<file path="config.mk">
export PLATFORM = sky130hd
export DESIGN_NAME = mw_add_seq_flat
export DESIGN_NICKNAME = d
export VERILOG_FILES = /design/src/rtl/mw_add_seq_if.sv /design/src/rtl/mw_add_seq.sv /design/src/flat_wrapper.sv
export SDC_FILE = /design/constraint.sdc
export NUM_CORES = 1
export LEC_CHECK = 0
export ABC_AREA = 1
export CORE_MARGIN = 3
export CORE_UTILIZATION = 29
export CTS_BUF_LIST = sky130_fd_sc_hd__clkbuf_2
export DETAILED_ROUTE_END_ITERATION = 7
export PLACE_DENSITY = 0.67
export SLEW_MARGIN = 20
export SYNTH_ARGS = -nofsm -noshare
export SYNTH_HDL_FRONTEND = slang
export SYNTH_SLANG_ARGS = --single-unit
export TNS_END_PERCENT = 5
</file>
<file path="constraint.sdc">
create_clock -name clk -period 4.1 [get_ports clk]
set_clock_uncertainty 0.1 [all_clocks]
set_input_delay 0.82 -clock clk [delete_from_list [all_inputs] [get_ports clk]]
set_output_delay 0.82 -clock clk [all_outputs]
set_load 0.05 [all_outputs]
</file>
<file path="src/rtl/mw_add_seq_if.sv">
// Beat-stream bundle for the multi-word sequential adder (operand beats in, sum beats out).
// Latency: none, wiring only.
// Backpressure: in_ready/out_ready carry the valid-ready handshake on each side.
// Ports: in_* operand beat channel, out_* sum beat channel, err sticky protocol flag.
// Modports: master = upstream/downstream environment, slave = the adder.
interface mw_add_seq_if #(
    parameter int N     = 8,
    parameter int CNT_W = 8
);
    logic             in_valid;
    logic             in_ready;
    logic [N-1:0]     in_a;
    logic [N-1:0]     in_b;
    logic             in_carry;
    logic             in_first;
    logic             in_last;
    logic             out_valid;
    logic             out_ready;
    logic [N-1:0]     out_sum;
    logic             out_last;
    logic             out_carry;
    logic             out_ovf;
    logic [CNT_W-1:0] out_beats;
    logic             err;

    modport master (
        output in_valid, in_a, in_b, in_carry, in_first, in_last, out_ready,
        input  in_ready, out_valid, out_sum, out_last, out_carry, out_ovf, out_beats, err
    );

    modport slave (
        input  in_valid, in_a, in_b, in_carry, in_first, in_last, out_ready,
        output in_ready, out_valid, out_sum, out_last, out_carry, out_ovf, out_beats, err
    );
endinterface

</file>
<file path="src/rtl/mw_add_seq.sv">
// Multi-word adder: adds packets of N-bit words LS word first, carrying between beats.
// Latency: one cycle, beat accepted at edge k is presented on out_* after edge k.
// Backpressure: single output register, in_ready = !out_valid || out_ready (bubble-free).
// Ports: clk, rst_n (async active-low), bus (mw_add_seq_if.slave: in_* beats, out_* sums, err).
// Optional: define MW_ADD_OVF_EN to produce signed overflow on out_ovf for last beats;
// without it out_ovf is tied to 0 and no overflow logic exists.
module mw_add_seq #(
    parameter int N     = 8,
    parameter int CNT_W = 8
) (
    input  logic        clk,
    input  logic        rst_n,
    mw_add_seq_if.slave bus
);
    typedef enum logic {IDLE = 1'b0, BUSY = 1'b1} state_t;

    localparam logic [CNT_W-1:0] CNT_MAX = '1;
    localparam logic [CNT_W-1:0] CNT_ONE = CNT_W'(1);

    state_t           state_q, state_d;
    logic             out_valid_q, out_valid_d;
    logic [N-1:0]     out_sum_q, out_sum_d;
    logic             out_last_q, out_last_d;
    logic             out_carry_q, out_carry_d;
    logic [CNT_W-1:0] cnt_q, cnt_d;
    logic             carry_q, carry_d;
    logic             err_q, err_d;

    logic             in_hs;
    logic             out_hs;
    logic             is_first;
    logic             err_set;
    logic             cin;
    logic [N:0]       sum_full;

    assign bus.in_ready = !out_valid_q || bus.out_ready;
    assign in_hs        = bus.in_valid && bus.in_ready;
    assign out_hs       = out_valid_q && bus.out_ready;

    // FSM: state register
    always_ff @(posedge clk or negedge rst_n) begin
        if (!rst_n) state_q <= IDLE;
        else        state_q <= state_d;
    end

    // FSM: next state; any accepted beat closes the packet when it carries in_last
    always_comb begin
        state_d = state_q;
        if (in_hs) state_d = bus.in_last ? IDLE : BUSY;
    end

    // FSM: decode. In IDLE every beat starts a packet; in BUSY an in_first restarts it.
    // Both a missing start marker and an unexpected one are protocol errors.
    always_comb begin
        is_first = (state_q == IDLE) || bus.in_first;
        err_set  = in_hs && ((state_q == IDLE) ? !bus.in_first : bus.in_first);
    end

    // Word add with carry chained through carry_q across beats
    always_comb begin
        cin      = is_first ? bus.in_carry : carry_q;
        sum_full = {1'b0, bus.in_a} + {1'b0, bus.in_b} + {{N{1'b0}}, cin};
    end

    always_comb begin
        out_valid_d = out_valid_q;
        out_sum_d   = out_sum_q;
        out_last_d  = out_last_q;
        out_carry_d = out_carry_q;
        cnt_d       = cnt_q;
        carry_d     = carry_q;
        err_d       = err_q | err_set;
        if (in_hs) begin
            // A new beat overwrites the register even if the old one is leaving now
            out_valid_d = 1'b1;
            out_sum_d   = sum_full[N-1:0];
            out_carry_d = sum_full[N];
            out_last_d  = bus.in_last;
            carry_d     = sum_full[N];
            if (is_first)             cnt_d = CNT_ONE;
            else if (cnt_q != CNT_MAX) cnt_d = cnt_q + CNT_ONE;
        end else if (out_hs) begin
            out_valid_d = 1'b0;
        end
    end

    always_ff @(posedge clk or negedge rst_n) begin
        if (!rst_n) begin
            out_valid_q <= 1'b0;
            out_sum_q   <= '0;
            out_last_q  <= 1'b0;
            out_carry_q <= 1'b0;
            cnt_q       <= '0;
            carry_q     <= 1'b0;
            err_q       <= 1'b0;
        end else begin
            out_valid_q <= out_valid_d;
            out_sum_q   <= out_sum_d;
            out_last_q  <= out_last_d;
            out_carry_q <= out_carry_d;
            cnt_q       <= cnt_d;
            carry_q     <= carry_d;
            err_q       <= err_d;
        end
    end

`ifdef MW_ADD_OVF_EN
    logic out_ovf_q, out_ovf_d;

    // Signed overflow of the whole packet shows up only in the top (last) word
    always_comb begin
        out_ovf_d = out_ovf_q;
        if (in_hs) begin
            out_ovf_d = bus.in_last && (bus.in_a[N-1] == bus.in_b[N-1]) &&
                        (sum_full[N-1] != bus.in_a[N-1]);
        end
    end

    always_ff @(posedge clk or negedge rst_n) begin
        if (!rst_n) out_ovf_q <= 1'b0;
        else        out_ovf_q <= out_ovf_d;
    end

    assign bus.out_ovf = out_ovf_q;
`else
    assign bus.out_ovf = 1'b0;
`endif

    assign bus.out_valid = out_valid_q;
    assign bus.out_sum   = out_sum_q;
    assign bus.out_last  = out_last_q;
    assign bus.out_carry = out_carry_q;
    assign bus.out_beats = cnt_q;
    assign bus.err       = err_q;
endmodule
</file>
<file path="src/flat_wrapper.sv">
// flat-port wrapper written by rule: the top's interface ports become plain ports
module mw_add_seq_flat 
#(
    parameter int N     = 8,
    parameter int CNT_W = 8
)
  (clk, rst_n, bus_in_valid, bus_in_a, bus_in_b, bus_in_carry, bus_in_first, bus_in_last, bus_out_ready, bus_in_ready, bus_out_valid, bus_out_sum, bus_out_last, bus_out_carry, bus_out_ovf, bus_out_beats, bus_err);
  mw_add_seq_if #(.N(N), .CNT_W(CNT_W)) bus_i ();
  input  logic clk;
  input  logic rst_n;
  input wire logic [$bits(bus_i.in_valid)-1:0] bus_in_valid;
  input wire logic [$bits(bus_i.in_a)-1:0] bus_in_a;
  input wire logic [$bits(bus_i.in_b)-1:0] bus_in_b;
  input wire logic [$bits(bus_i.in_carry)-1:0] bus_in_carry;
  input wire logic [$bits(bus_i.in_first)-1:0] bus_in_first;
  input wire logic [$bits(bus_i.in_last)-1:0] bus_in_last;
  input wire logic [$bits(bus_i.out_ready)-1:0] bus_out_ready;
  output wire logic [$bits(bus_i.in_ready)-1:0] bus_in_ready;
  output wire logic [$bits(bus_i.out_valid)-1:0] bus_out_valid;
  output wire logic [$bits(bus_i.out_sum)-1:0] bus_out_sum;
  output wire logic [$bits(bus_i.out_last)-1:0] bus_out_last;
  output wire logic [$bits(bus_i.out_carry)-1:0] bus_out_carry;
  output wire logic [$bits(bus_i.out_ovf)-1:0] bus_out_ovf;
  output wire logic [$bits(bus_i.out_beats)-1:0] bus_out_beats;
  output wire logic [$bits(bus_i.err)-1:0] bus_err;
  assign bus_i.in_valid = bus_in_valid;
  assign bus_i.in_a = bus_in_a;
  assign bus_i.in_b = bus_in_b;
  assign bus_i.in_carry = bus_in_carry;
  assign bus_i.in_first = bus_in_first;
  assign bus_i.in_last = bus_in_last;
  assign bus_i.out_ready = bus_out_ready;
  assign bus_in_ready = bus_i.in_ready;
  assign bus_out_valid = bus_i.out_valid;
  assign bus_out_sum = bus_i.out_sum;
  assign bus_out_last = bus_i.out_last;
  assign bus_out_carry = bus_i.out_carry;
  assign bus_out_ovf = bus_i.out_ovf;
  assign bus_out_beats = bus_i.out_beats;
  assign bus_err = bus_i.err;
  mw_add_seq #(.N(N), .CNT_W(CNT_W)) u_core (.clk(clk), .rst_n(rst_n), .bus(bus_i));
endmodule
</file>
# After elaboration in Yosys (flattened, before gate mapping)
# Cells that the tools add are included.
[word_totals]
reg_bits = 21
inputBits = 23
[classes]
n_addsub = 3
eq_ne = 1
muxes = 7
bitwise_logic = 2
n_reduce_logical = 10
[ops]
columns = ["operator", "count"]
rows = [
  ["$mux 8", 2],
  ["$add 8x8->9", 1],
  ["$add 9x1->9", 1],
  ["$add 8x1->8 const B", 1],
  ["$ne 8x8->1 const B", 1],
  ["$mux 1", 5],
  ["$reduce_bool 2->1", 2],
  ["$logic_and 1x1->1", 3],
  ["$logic_not 1->1", 2],
  ["$logic_or 1x1->1", 2],
  ["$reduce_and 2->1", 1],
  ["$not 1->1", 1],
  ["$or 1x1->1", 1],
]

# Logic depth before layout (Yosys ltp)
[depth]
depth_word = 5
mapped_depth = 14

# Least setup slack after synthesis
# OpenSTA, ideal clock, no wires.
[synth_timing]
path_type = "input port to flip-flop"
start = "input port bus_in_first"
end = "register u_core.out_sum_q[6], in the netlist u_core.bus.out_sum[6]"
setup_ps = 118
arrival_time_ps = 2445
setup_slack_ps = 1437
path_stages = 13
cell_sequence = "inv_1 ha_1 buf_2 mux2i_1 fa_1 inv_1 fa_1 nand2_1 nand2_1 nand3b_1 nand3b_1 nand3_1 nand2_1"
[synth_between]
elab_chain_len = 3
[synth_lines]
columns = ["item", "line", "text"]
rows = [
  ["from (decl)", "flat_wrapper.sv:15", "input wire logic [$bits(bus_i.in_first)-1:0] bus_in_first;"],
  ["$logic_or 1x1->1", "mw_add_seq.sv:55", "is_first = (state_q == IDLE) || bus.in_first;"],
  ["$mux 1", "mw_add_seq.sv:61", "cin = is_first ? bus.in_carry : carry_q;"],
  ["$add 9x1->9", "mw_add_seq.sv:62", "sum_full = {1'b0, bus.in_a} + {1'b0, bus.in_b} + {{N{1'b0}}, cin};"],
  ["to (signal assigned)", "mw_add_seq.sv:98", "out_sum_q <= out_sum_d;"],
  ["to (decl)", "mw_add_seq.sv:22", "logic [N-1:0] out_sum_q, out_sum_d;"],
]
# No other way between the ends.
# A chain may end at the register's enable or synchronous reset.

# Worst setup path in the final report
[layout_timing]
start = "input port bus_out_ready"
end = "output port bus_in_ready"
[layout_between]
elab_chain_len = 1
[layout_lines]
columns = ["item", "line", "text"]
rows = [
  ["from (decl)", "flat_wrapper.sv:17", "input wire logic [$bits(bus_i.out_ready)-1:0] bus_out_ready;"],
  ["$logic_or 1x1->1", "mw_add_seq.sv:36", "assign bus.in_ready = !out_valid_q || bus.out_ready;"],
  ["to (decl)", "flat_wrapper.sv:18", "output wire logic [$bits(bus_i.in_ready)-1:0] bus_in_ready;"],
]
# No other way between the ends.

==> out/metrics.yaml <==
status:
  status: "complete, no violations"
worst_setup_path:
  reg2reg_from: "u_core.state_q"
  worstPathMaxFanout: 3
  worst-endpoint-arrival_ps: 2260
  critPathLaunchType: "input pin"
  worstSetupPathType: "input pin to primary output"
  cp_num_buf_inv: 3
  worst_setup_path_end_kind: "primary output"
  crit_path_top_delay_cell: "sky130_fd_sc_hd__clkdlybuf4s50_1"
  reg2reg_depth: 13
  timing.critical_path.mode_cell: "sky130_fd_sc_hd__clkdlybuf4s50_1"
  worst-endpoint-required_ps: 3180
  rr_endpoint: "u_core.bus.out_sum[6]"
  cp_top_family: "buffers and inverters"
  timing.reg2reg.setup_slack_ps: 1830
  crit_path_cell_trace: "clkdlybuf4s50_1, inv_1, nand2_1, clkdlybuf4s50_1"
  critical-path-max-stage-delay_ps: 810
grt:
  grt_start_max_net_pins: 22
  first_pass_grt_wire_length_um: 4910
  grt_use_total: 0.110
  global_route.overflow_total: 0
  number_of_antenna_violations_at_the_first_check_in_global_routing: 0
  first_global_vias: 1114
synth:
  netlist-cell-type-count: 30
  synth.largest_area_cell: "sky130_fd_sc_hd__dfrtp_1"
  share_of_the_synthesized_area_in_the_top_cell_type: 0.376
  synth.net_count: 206
  synth_area_leaders: "sky130_fd_sc_hd__dfrtp_1 (38%), sky130_fd_sc_hd__nand2_1 (15%), sky130_fd_sc_hd__ha_1 (8.1%)"
  sequential_to_total_area_share_from_yosys_stat: 0.376
  postSynthCellCount: 172
  yosys_warnings: 0
  synth.avg_cell_area_um2: 8.13
  synth-seq-cells: 21
  synthesis.area_mm2: 0.00140
cells_and_area:
  total_inserted_antenna_cells: 0
  design.final.nets: 251
  nFillCells: 465
  area_growth_pct: 33.9
  drive_above_1_share: 0.102
job:
  maxCapViolations: 0
clocking:
  cts_sinks: 21
  cts-buffers-inserted: 3
  cts.reportedPaths.clkPinSlew_ps: 210
  skew_pair_late_insertion_delay_ps: 340
  clockRootBuffer: "sky130_fd_sc_hd__clkbuf_2"
  maximum_level_of_the_cts_h_tree: 1
  post_cts.repair.setup_buffers: 0
  post_cts_sizing_count: 0
  cts_tree: "yes"
  cts.hold.buffers_added: 0
  cts.path.max_buffers: 2
place:
  placement.setup.worst_slack_ps: 898
  globalplace.congestion: 0.808
  dp_hpwl_um: 2320
  port_buffers: 43
timing:
  max_clock_freq_mhz: 314
  slew-limit-headroom: 0.656
  rsz0062_at_grt: "false"
  setup_violations: 0
  worst-slew-pin-transition_ps: 515
  finalCriticalPeriod_ps: 3180
  period_utilisation_layout: 0.776
  maxSlewViolCount: 0
  hold_viol_final: 0
  timing.setup.tns_ps: 0
  final.setup.worst_slack_ps: 918
power_and_ir_drop:
  irDropWorstVdd_mv: 0.101
  leakagePower_nw: 0.873
  power.density_cell_area_mw_per_mm2: 318
detailed_routing:
  route.vias.total: 1243
  drt_pre_antenna_iters: 4
  drt-total-wl_um: 2920
  drc_errors: 0
  detail_route.vias_per_cell: 4.64
  drt-wirelength-per-cell_um: 10.9
  detail_route.iter0.violations: 50
  count_of_antenna_violating_nets_left_after_detailed_routing: 0
die:
  design.core.area_mm2: 0.00450
  fp.dieH_um: 75.5
  initial_core_util: 0.311
  placement_rows: 24
  pin_count: 45
  fp.dieW_um: 75.5
  die_area_mm2: 0.00569
hold_path:
  worstHoldPathType: "input pin to async pin"
-- per-stage QoR --
stage | hold WS [ps] | util | power, W | instance area, µm² | std cells
2_1_floorplan | 357 | - | 0.000418 | 1400 | 172
3_3_place_gp | 367 | 0.413 | 0.000507 | 1860 | 264
3_5_place_dp | 365 | 0.413 | 0.000510 | 1860 | 264
4_1_cts | 413 | 0.417 | 0.000601 | 1880 | 268
5_1_grt | 307 | 0.416 | 0.000633 | 1870 | 268
6_report | 294 | 0.416 | 0.000595 | 1870 | 268
-- how the worst max path moves through the flow --
stage | from | end | slack, ps | cells past startpoint
after floorplan | bus_in_first | u_core.bus.out_sum[6] | 1440 | 13
after global routing | bus_out_ready | bus_in_ready | 880 | 4
after detailed placement | bus_in_first | u_core.bus.out_sum[6] | 900 | 15
final | bus_out_ready | bus_in_ready | 920 | 4
after CTS | bus_out_ready | bus_in_ready | 920 | 4
after global placement | bus_out_ready | bus_in_ready | 940 | 4
-- where the power goes --
group / internal (W) / switching (W) / leakage, nW / total [W]
Sequential: 0.000231 / 0.0000178 / 0.262 / 0.000249
Combinational: 0.0000938 / 0.000159 / 0.595 / 0.000253
Clock: 0.0000258 / 0.0000678 / 0.0166 / 0.0000936
Total: 0.000351 / 0.000245 / 0.873 / 0.000595
-- sequential cells by signal, indices dropped and copies added, names as in the netlist --
| signal | count |
|---|---|
| u_core.state_q | 1 |
| u_core.bus.out_beats | 8 |
| u_core.bus.out_sum | 8 |
| u_core.bus.out_last | 1 |
| u_core.bus.out_carry | 1 |
| u_core.bus.err | 1 |
| u_core.bus.out_valid | 1 |
-- cells in the mapped netlist (all sizes together) --
cell and instances:
o21ai 14, fa 2, a31o 1, buf 4
a21boi 1, dfrtp 21, nor2 9, or2 2
nand3b 4, nand3 14, a21oi 5, ha 9
mux2i 1, xnor2 1, nand4 2, nand2 59
o21bai 2, conb 1, xor2 1, inv 19
-- layout by cell type (no fill, tap or decap), drive strengths merged --
cell / n
clkbuf: 4
nor2: 9
clkdlybuf4s50: 42
ha: 9
a31o: 1
or2: 2
xor2: 1
conb: 1
a21boi: 1
a21oi: 5
xnor2: 1
o21ai: 14
fa: 2
nand2: 59
nand4: 2
buf: 2
dfrtp: 21
inv: 19
mux2i: 1
nand3b: 4
nand3: 14
o21bai: 2
-- area by class of cell --
cell class	count	area, µm²	area share
inverters	19	71.3	0.0381
clock buffers	4	20.0	0.0107
flip-flops and latches	21	526	0.281
repair buffers	44	433	0.231
multi-input cells	128	758	0.405
well taps	52	65.1	0.0347
-- kinds of logic after synthesis --
logic type,Yosys count,synth area share
xor gates and xnor gates,2,0.0125
muxes,1,0.00716
AOI/OAI and AO/OA,23,0.112
buffers and inverters,23,0.0823
and+or+nand+nor,90,0.299
DFF,21,0.376
adders and majority gates,11,0.109
other,1,0.00268
-- metal layers --
layer,global-route usage,up-vias,part of all wire
met4,0.0408,0,0
met3,0.0132,0,0.061
met1,0.142,563,0.46
met2,0.188,38,0.48
li1,-,642,-
met5,0,-,0
-- worst register-to-register path, delay by kind of cell, from the launching register on --
kind	cells	cell delay [ps]
flip-flops	1	430
AND/OR/NAND/NOR	7	530
multiplexers	1	180
adder cells (fa/ha/maj)	3	770
buffers and inverters	2	230
Power figures use the tool's default switching activity.
==> edit 1, RTL diff (same settings) <==
`CNT_W` is set to 8 in 3 places; all go to 10.
--- a/src/rtl/mw_add_seq_if.sv
+++ b/src/rtl/mw_add_seq_if.sv
@@ -5,7 +5,7 @@
 // Modports: master = upstream/downstream environment, slave = the adder.
 interface mw_add_seq_if #(
     parameter int N     = 8,
-    parameter int CNT_W = 8
+    parameter int CNT_W = 10
 );
     logic             in_valid;
     logic             in_ready;
--- a/src/rtl/mw_add_seq.sv
+++ b/src/rtl/mw_add_seq.sv
@@ -6,7 +6,7 @@
 // without it out_ovf is tied to 0 and no overflow logic exists.
 module mw_add_seq #(
     parameter int N     = 8,
-    parameter int CNT_W = 8
+    parameter int CNT_W = 10
 ) (
     input  logic        clk,
     input  logic        rst_n,
--- a/src/flat_wrapper.sv
+++ b/src/flat_wrapper.sv
@@ -2,7 +2,7 @@
 module mw_add_seq_flat 
 #(
     parameter int N     = 8,
-    parameter int CNT_W = 8
+    parameter int CNT_W = 10
 )
   (clk, rst_n, bus_in_valid, bus_in_a, bus_in_b, bus_in_carry, bus_in_first, bus_in_last, bus_out_ready, bus_in_ready, bus_out_valid, bus_out_sum, bus_out_last, bus_out_carry, bus_out_ovf, bus_out_beats, bus_err);
   mw_add_seq_if #(.N(N), .CNT_W(CNT_W)) bus_i ();
Ports: changed (resized bus_out_beats); port bits go from 45 to 47. The function was not compared with the original's and may differ.
==> edit 1 against the original RTL <==
  * Power up 8.8%
  * Design area up 8.1%
  * Sequential cell count up 2
  * Routed wire length up 9.4%
  * Count of clock-buffer cells in the layout unchanged
  * Area after synthesis up 8.4%
  * Global-route usage up 0.41 points
  * Combinational power up 9.9%
  * Worst setup slack better by 0.032 ns
==> edit 1: results (changes against the original RTL) <==
- R2r worst-path depth: 12 (-1)
- Met2 Routed Length: 1538 um (+11%)
- DR vias: 1350 (+8.6%)
- R2r startpoint: u_core.state_q
- Placement Cell Area: 2011 um^2 (+8.2%)
- Top post-synthesis cells by area: dfrtp_1 (38%), nand2_1 (18%), ha_1 (7.4%)
- Share of layout cells above drive strength 1: 7.469% (-2.7 points)
- Net count after synthesis: 230 (+12%)
- Reg2reg setup slack: 1.94 ns (+0.11 ns)
- Clock latency on the worst-skew pair: 0.32 ns (-0.02 ns)
- First-pass GRT wire length: 5761 um (+17%)
- CP delay by family, top: buffers and inverters
- Tot GR Track Use: 11.40% (+0.41 points)
- Vias in the first global route: 1346 (+21%)
- Commonest cells in the netlist: nand2_1 (71), dfrtp_1 (23), inv_1 (20)
- P_leak: 0.9434 nW (+8.0%)
- Sequential area share after synthesis: 37.95% (+0.39 points)
- Fraction of the mapped netlist area in compound gates: 8.251% (-2.9 points)
- Maximum fanout along the worst path: 4 (+1)
- Number of distinct library cells after synthesis: 29 (-3.3%)
- Synth Area in Adders: 10.07% (-0.85 points)
- Global placer's final weighted congestion: 0.8678 (+7.4%)
- DR iter-0 viols: 51 (+2.0%)
- Worst slew pin tran: 0.5074 ns (-0.007184 ns)
- Fin nets: 276 (+10%)
- Synth Warn #: 0 (unchanged)
- Post-synthesis xor/xnor area fraction: 1.155% (-0.097 points)
- Met3 wire length: 195 um (+8.9%)
- WL per Instance: 10.39 um (-4.8%)
- Largest net degree at the start of global routing: 24 (+9.1%)
- VDD IR-drop max: 0.1601 mV (+59%)
- DR top layer: met4
- TritonCTS Buffers: 3 (unchanged)
- Multiplexer area fraction after synthesis: 0.6601% (-0.055 points)
- Port bufs: 45 (+4.7%)
- DP HPWL: 2607 um (+12%)
- Status: complete, no violations
- Fill cells: 515 (+11%)
- DRT met1 WL: 1454 um (+7.5%)
## edit 1: report_power, final
group          leakage [nW]  switching (mW)  total [mW]  internal (mW)
registers             0.289          0.0212       0.275          0.254
logic                 0.638           0.177       0.278          0.102
clock network        0.0166          0.0685      0.0943         0.0258
total                 0.943           0.266       0.648          0.381
## edit 1: routing by layer
layer	vias up	GRT usage (%)
met4	0	3.322
li1	714	-
met2	35	19.78
met3	2	2.408
met5	-	0
met1	599	14.22
## edit 1: worst reg2reg max path: stages (launching register included)
cell	delay [ns]
dfrtp_1	0.43
ha_1	0.22
mux2i_1	0.18
fa_1	0.19
inv_1	0.06
fa_1	0.40
nand2_1	0.09
nand2_1	0.08
nand3b_1	0.11
nand2_1	0.08
nand2_1	0.06
nand3_1	0.06
nand2_1	0.07
## edit 1: cell type report
class,instances,area share (%)
Sequential cell,23,28.41
Inverter,20,3.706
Clock buffer,4,0.9883
Timing Repair Buffer,46,22.36
Multi-Input combinational cell,148,40.40
Tap cell,67,4.138
## edit 1: worst max path at each step
stage / endpoint / cells after the start / from
4_1_cts: bus_in_ready / 4 / bus_out_ready
3_5_place_dp: bus_in_ready / 4 / bus_out_ready
5_1_grt: bus_in_ready / 4 / bus_out_ready
6_report: bus_in_ready / 4 / bus_out_ready
3_3_place_gp: bus_in_ready / 4 / bus_out_ready
2_1_floorplan: u_core.bus.out_sum[6] / 13 / bus_in_first
## edit 1: cell families (layout without fill, tap and decap cells)
kind of cell | Yosys count | in the layout
compound gates | 21 | 21
buf+inv | 25 | 70
fa+ha+maj | 11 | 11
other cells | 1 | 1
mux | 1 | 1
simple gates | 112 | 112
xor+xnor | 2 | 2
flops | 23 | 23
## edit 1: through the flow
stage               utilization, %  instances  hold slack (ns)  worst slack [ns]
global placement             41.21        304           0.3595            0.9591
detailed placement           41.21        304           0.3592            0.9442
floorplan                        -        196           0.3679             1.398
finish                       41.51        308           0.3192            0.9503
global route                 41.51        308           0.3030            0.9157
CTS                          41.62        308           0.4051            0.9432
